--- src/rtl/csel_subtractor_seq.sv ---
// Multi-cycle borrow-select subtractor: diff = a - b, BLOCK bits per cycle, LSB chunk first.
// Optional zero flag output enabled by defining CSEL_SUB_ZERO_FLAG_EN.
module csel_subtractor_seq #(
    parameter int WIDTH = 16,
    parameter int BLOCK = 4
) (
    input  logic             clk,
    input  logic             rst,
    input  logic             in_valid,
    output logic             in_ready,
    input  logic [WIDTH-1:0] a,
    input  logic [WIDTH-1:0] b,
    output logic             out_valid,
    input  logic             out_ready,
    output logic [WIDTH-1:0] diff,
    output logic             borrow,
`ifdef CSEL_SUB_ZERO_FLAG_EN
    output logic             overflow,
    output logic             zero
`else
    output logic             overflow
`endif
);

    localparam int N  = WIDTH / BLOCK;
    localparam int CW = $clog2(N + 1);
    localparam int IW = (N > 1) ? $clog2(N) : 1;
    localparam logic [CW-1:0] LAST = CW'(N);

    generate
        if (WIDTH % BLOCK != 0) begin : g_bad_block
            $error("csel_subtractor_seq: WIDTH must be a multiple of BLOCK");
        end
    endgenerate

    typedef enum logic [1:0] {IDLE, BUSY, DONE} state_t;

    state_t           state_reg;
    logic [WIDTH-1:0] a_reg;
    logic [WIDTH-1:0] b_reg;
    logic [CW-1:0]    cnt_reg;
    logic             run_borrow_reg;
    logic [WIDTH-1:0] diff_reg;
    logic             borrow_reg;
    logic             overflow_reg;
    logic             in_ready_reg;
    logic             out_valid_reg;
`ifdef CSEL_SUB_ZERO_FLAG_EN
    logic             nz_reg;
    logic             zero_reg;
`endif

    // Operand chunks as arrays so the active chunk is a simple indexed select.
    logic [BLOCK-1:0] a_chunks [N];
    logic [BLOCK-1:0] b_chunks [N];

    generate
        for (genvar gi = 0; gi < N; gi++) begin : g_chunk
            assign a_chunks[gi] = a_reg[gi*BLOCK +: BLOCK];
            assign b_chunks[gi] = b_reg[gi*BLOCK +: BLOCK];
        end
    endgenerate

    logic [IW-1:0]  idx;
    logic [BLOCK:0] d0_next;
    logic [BLOCK:0] d1_next;
    logic [BLOCK:0] sel_next;

    always_comb begin
        idx      = cnt_reg[IW-1:0];
        d0_next  = {1'b0, a_chunks[idx]} - {1'b0, b_chunks[idx]};
        d1_next  = d0_next - {{BLOCK{1'b0}}, 1'b1};
        sel_next = run_borrow_reg ? d1_next : d0_next;
    end

    // Chunks complete on edges 1..N after accept; the extra edge derives the flags from the full diff.
    always_ff @(posedge clk or posedge rst) begin
        if (rst) begin
            state_reg      <= IDLE;
            a_reg          <= '0;
            b_reg          <= '0;
            cnt_reg        <= '0;
            run_borrow_reg <= 1'b0;
            diff_reg       <= '0;
            borrow_reg     <= 1'b0;
            overflow_reg   <= 1'b0;
            in_ready_reg   <= 1'b1;
            out_valid_reg  <= 1'b0;
`ifdef CSEL_SUB_ZERO_FLAG_EN
            nz_reg         <= 1'b0;
            zero_reg       <= 1'b0;
`endif
        end else begin
            case (state_reg)
                IDLE: begin
                    if (in_valid) begin
                        a_reg          <= a;
                        b_reg          <= b;
                        cnt_reg        <= '0;
                        run_borrow_reg <= 1'b0;
`ifdef CSEL_SUB_ZERO_FLAG_EN
                        nz_reg         <= 1'b0;
`endif
                        in_ready_reg   <= 1'b0;
                        state_reg      <= BUSY;
                    end
                end
                BUSY: begin
                    if (cnt_reg != LAST) begin
                        for (int k = 0; k < N; k++) begin
                            if (idx == IW'(k)) begin
                                diff_reg[k*BLOCK +: BLOCK] <= sel_next[BLOCK-1:0];
                            end
                        end
                        run_borrow_reg <= sel_next[BLOCK];
`ifdef CSEL_SUB_ZERO_FLAG_EN
                        nz_reg         <= nz_reg | (|sel_next[BLOCK-1:0]);
`endif
                        cnt_reg        <= cnt_reg + 1'b1;
                    end else begin
                        borrow_reg    <= run_borrow_reg;
                        overflow_reg  <= (a_reg[WIDTH-1] ^ b_reg[WIDTH-1]) &
                                         (diff_reg[WIDTH-1] ^ a_reg[WIDTH-1]);
`ifdef CSEL_SUB_ZERO_FLAG_EN
                        zero_reg      <= ~nz_reg;
`endif
                        out_valid_reg <= 1'b1;
                        state_reg     <= DONE;
                    end
                end
                DONE: begin
                    if (out_ready) begin
                        out_valid_reg <= 1'b0;
                        in_ready_reg  <= 1'b1;
                        state_reg     <= IDLE;
                    end
                end
                default: begin
                    state_reg     <= IDLE;
                    in_ready_reg  <= 1'b1;
                    out_valid_reg <= 1'b0;
                end
            endcase
        end
    end

    assign in_ready  = in_ready_reg;
    assign out_valid = out_valid_reg;
    assign diff      = diff_reg;
    assign borrow    = borrow_reg;
    assign overflow  = overflow_reg;
`ifdef CSEL_SUB_ZERO_FLAG_EN
    assign zero      = zero_reg;
`endif

endmodule

--- config.mk ---
export PLATFORM = sky130hd
export DESIGN_NAME = csel_subtractor_seq
export DESIGN_NICKNAME = d
export VERILOG_FILES = /design/src/rtl/csel_subtractor_seq.sv
export SDC_FILE = /design/constraint.sdc
export NUM_CORES = 1
export LEC_CHECK = 0
export ABC_AREA = 1
export ABC_CLOCK_PERIOD_IN_PS = 2200
export BUFFER_PORTS_ARGS = -buffer_cell sky130_fd_sc_hd__buf_4
export CAP_MARGIN = 40
export CORE_MARGIN = 3
export CORE_UTILIZATION = 45
export CTS_BUF_LIST = sky130_fd_sc_hd__clkbuf_8
export DETAILED_ROUTE_END_ITERATION = 10
export PLACE_DENSITY = 0.75
export SLEW_MARGIN = 40
export SYNTH_ARGS = -nofsm -noshare
export SYNTH_HDL_FRONTEND = slang
export SYNTH_SLANG_ARGS = --single-unit
--- constraint.sdc ---
create_clock -name clk -period 2.2 [get_ports clk]
set_input_delay 0.22 -clock clk [delete_from_list [all_inputs] [get_ports clk]]
set_output_delay 0.22 -clock clk [all_outputs]
set_load 0.05 [all_outputs]
==> impl_summary.txt <==
----------------------------------------------------
[Synthesis]
  Xor/xnor cell area share of the yosys netlist ... 0.00616
  Area share of the largest cell type after synthesis ... 0.502
  Compound-Gate Fraction of Synth Area ... 0.0841
  Prevailing post-synth register cell ... dfrtp_1
  EDFF count, synth ... 0
  Asr flop ratio synth ... 1.00
  Post-synthesis average cell area ... 8.24 µm²
  YS warnings ... 0
  Area contributors post-synth ... dfrtp_1 50%, nand2_1 19%, ha_1 4.0%, inv_1 3.6%, o21ai_0 3.3%
  Sequential share of the synthesized area ... 0.511
  Multiplexer fraction of the synthesized cell area ... 0.0273
  Library cell with the largest summed area after synthesis ... dfrtp_1
  Netlist cell types ... 32
  Simple logic cell fraction of the synthesized area ... 0.263
  Count of mapped cells out of synthesis ... 345
  Post-Synth Adder-Cell Area ... 0.0467
  Main combinational cell family by area after synthesis ... simple AND/OR/NAND/NOR gates
  Area of the mapped netlist ... 2840 µm²
  Synth Net Count ... 391
  #FFs+latches synth ... 58

[Run]
  # Max-Cap Violations ... 0

[Setup path]
  Critical Path RT ... 2.43 ns
  Sort of element at the end of the critical path ... flop
  Largest fanout on the critical path ... 5
  Startpoint types ... flop
  Cell type of the slowest stage on the worst timing path ... fa_2
  List of cells traversed by the critical path ... buf_6, nand2_1, a32o_2, ha_4, fa_2, ha_4, nand2_4, xor2_1, inv_1, nand2_1, o21a_1
  Delay of the slowest cell on the worst path ... 0.56 ns
  Reg-to-reg endpoint ... diff[6]
  Type of the worst setup path ... reg -> reg
  R2r worst-path depth ... 11
  Register-to-register setup slack ... -0.21 ns
  Crit path DAT ... 2.65 ns
  Beginning of the worst register-to-register path ... cnt_reg[0]

[Min path]
  Startpoint of the worst hold path ... b[7]
  Worst hold path cell count ... 3
  Worst min-delay path endpoint ... b_reg[7]
  Hold crit path type ... in -> reg

[Clocking]
  Clock-pin slew reported for the worst setup and hold paths after clock tree synthesis ... 0.06 ns
  Clock root cell ... clkbuf_8
  Number of clock sinks seen by CTS ... 58
  Max Buffers Root-to-Sink ... 2
  CTS H-tree lvls ... 3
  Skew-Pair Late Insertion Delay ... 0.34 ns
  Number of clock buffers inserted by TritonCTS ... 9
  TritonCTS clock tree ... yes

[Cells and area]
  Area grow syn2layout ... 34.6%
  Final instance area ... 3820 µm²
  Antenna fix cells ... 0
  Proportion of layout cells with a drive suffix above 1 ... 0.326
  Number of nets in the layout ... 468

[Place]
  Post-Place Cell Area ... 3450 µm²
  Final GP Congestion ... 0.873
  # port buffers ... 55
  Total half-perimeter wirelength after legalization and detailed placement ... 4640 µm

[Die]
  Chip height ... 85.5 µm
  Starting density of the core ... 0.472
  Die Span X ... 85.5 µm
  Die footprint ... 7300 µm²
  Io pins ... 56
  Site row count ... 28
  Placeable core region ... 6030 µm²

[Global routing]
  Vias in the first global route ... 2344
  Largest net degree at the start of global routing ... 37
  Initial antenna violation count ... 0
  Grt ovf ... 0
  Total track usage ... 0.190
  Wire length of the first global-routing pass ... 10800 µm

[Timing]
  Worst hold slack across all endpoints ... 0.0655 ns
  Number of failing setup endpoints in the final timing report ... 13
  Final hold vios ... 0
  Final period util ... 1.10
  Setup Skew ... 0.00420 ns
  Max-slew headroom at the worst pin ... 0.606
  Worst Max-Slew Pin Slew ... 0.590 ns
  Final Critical Period ... 2.41 ns
  RSZ-0062 raised after global routing ... true
  Fmax ... 414 MHz
  Final critical-path setup slack ... -0.214 ns
  Count of final max-slew check failures ... 0

[Routing]
  Number of vias in the routed layout ... 2449
  Count of nets left with antenna violations after detail routing ... 0
  Per-cell via count in the routed design ... 4.88
  Initial drt markers ... 115
  Drt first pass iters ... 4
  Routed Wire Length ... 6570 µm
  Detailed-route DRC error count ... 0
  Drt wl/cell ... 13.1 µm

[Outcome]
  Status ... complete, but fails checks
  Violated checks ... negative setup slack

----------------------------------------------------
==> cell usage in the layout (no fill, tap or decap), types with 2 or more instances in the layout <==
master      n
a21oi_2     4
dfrtp_1    56
nor2_1     14
nand2_1   142
nand2_2     7
ha_1        7
o21a_1      2
mux2_4      3
inv_4       2
nand3_2     4
ha_4        2
o22ai_1     3
buf_4      71
buf_6       4
clkinv_2    2
nor2_2      4
nor2_4      3
o21ai_0    16
o21ai_2     2
nand2_4     2
inv_1      25
mux2_2      3
a21oi_1     5
o21ai_1     3
inv_2       5
nand3_1     9
clkbuf_8   12
==> cells in the mapped netlist (2+ instances only) <==
cell and count:
buf_2 7, nor2_1 17, nand3_1 13, a21oi_1 8
a32oi_1 2, buf_4 3, nand2_1 147, o22ai_1 4
ha_1 9, inv_2 3, nand2_2 3, o21ai_0 19
inv_1 27, mux2_2 6, nor2_2 3, o21a_1 2
dfrtp_1 57
==> routing by layer <==
layer | global-route usage | up-vias | routed length (µm)
met4 | 0.0950 | 0 | 161
met1 | 0.236 | 1118 | 2870
li1 | - | 1242 | -
met2 | 0.306 | 77 | 3140
met3 | 0.0466 | 12 | 397
met5 | 0 | - | 0
==> repair_timing <==
action                                 CTS  global route
setup buffers                            4             2
resized for setup                       14            23
hold buffers                             1             0
endpoints found under the hold margin   26             0
pin swaps                                3             8
setup endpoints to repair               13            13
==> final cells by class <==
class / instances / area (µm²)
clock buffers: 12 / 165
clock inverters: 4 / 17.5
fillers: 542 / 2200
inverters: 30 / 118
multi-input cells: 246 / 1370
flip-flops and latches: 58 / 1450
well taps: 75 / 93.8
repair buffers: 77 / 608
==> metrics by stage <==
stage | TNS, ns | setup WS [ns] | utilization | cells
final | -1.89 | -0.214 | 0.635 | 502
after global placement | -0.893 | -0.119 | 0.572 | 480
after global routing | -3.30 | -0.315 | 0.635 | 502
after floorplan | -1.06 | -0.142 | - | 345
after CTS | -1.86 | -0.176 | 0.618 | 500
after detailed placement | -1.96 | -0.223 | 0.572 | 480
==> worst max-delay path by stage <==
stage | startpoint | cells after the start | to | slack, ns
4_1_cts | cnt_reg[0] | 9 | diff[9] | -0.18
2_1_floorplan | cnt_reg[0] | 14 | run_borrow_reg | -0.14
3_5_place_dp | cnt_reg[0] | 13 | run_borrow_reg | -0.22
3_3_place_gp | cnt_reg[0] | 13 | run_borrow_reg | -0.12
5_1_grt | cnt_reg[0] | 11 | diff[6] | -0.31
6_report | cnt_reg[0] | 11 | diff[6] | -0.21
==> critical path, delay by kind of cell (launching register included) <==
kind	cells	cell delay (ns)
xor gates and xnor gates	1	0.18
and+or+nand+nor	3	0.17
AOI/OAI and AO/OA	2	0.40
buffers and inverters	2	0.23
adders and majority gates	3	0.87
DFF	1	0.45
==> logic make-up (layout without fill, tap and decap cells) <==
| family | Yosys count | in the layout |
|---|---|---|
| flip-flops | 58 | 58 |
| multiplexers | 7 | 7 |
| AND/OR/NAND/NOR | 186 | 186 |
| XOR/XNOR | 2 | 2 |
| buffers and inverters | 41 | 123 |
| adder cells (fa/ha/maj) | 10 | 10 |
| AO/OA/AOI/OAI | 41 | 41 |
Power is not shown: default switching activity piles up to over one toggle a cycle in this logic, so the estimate is an artifact.
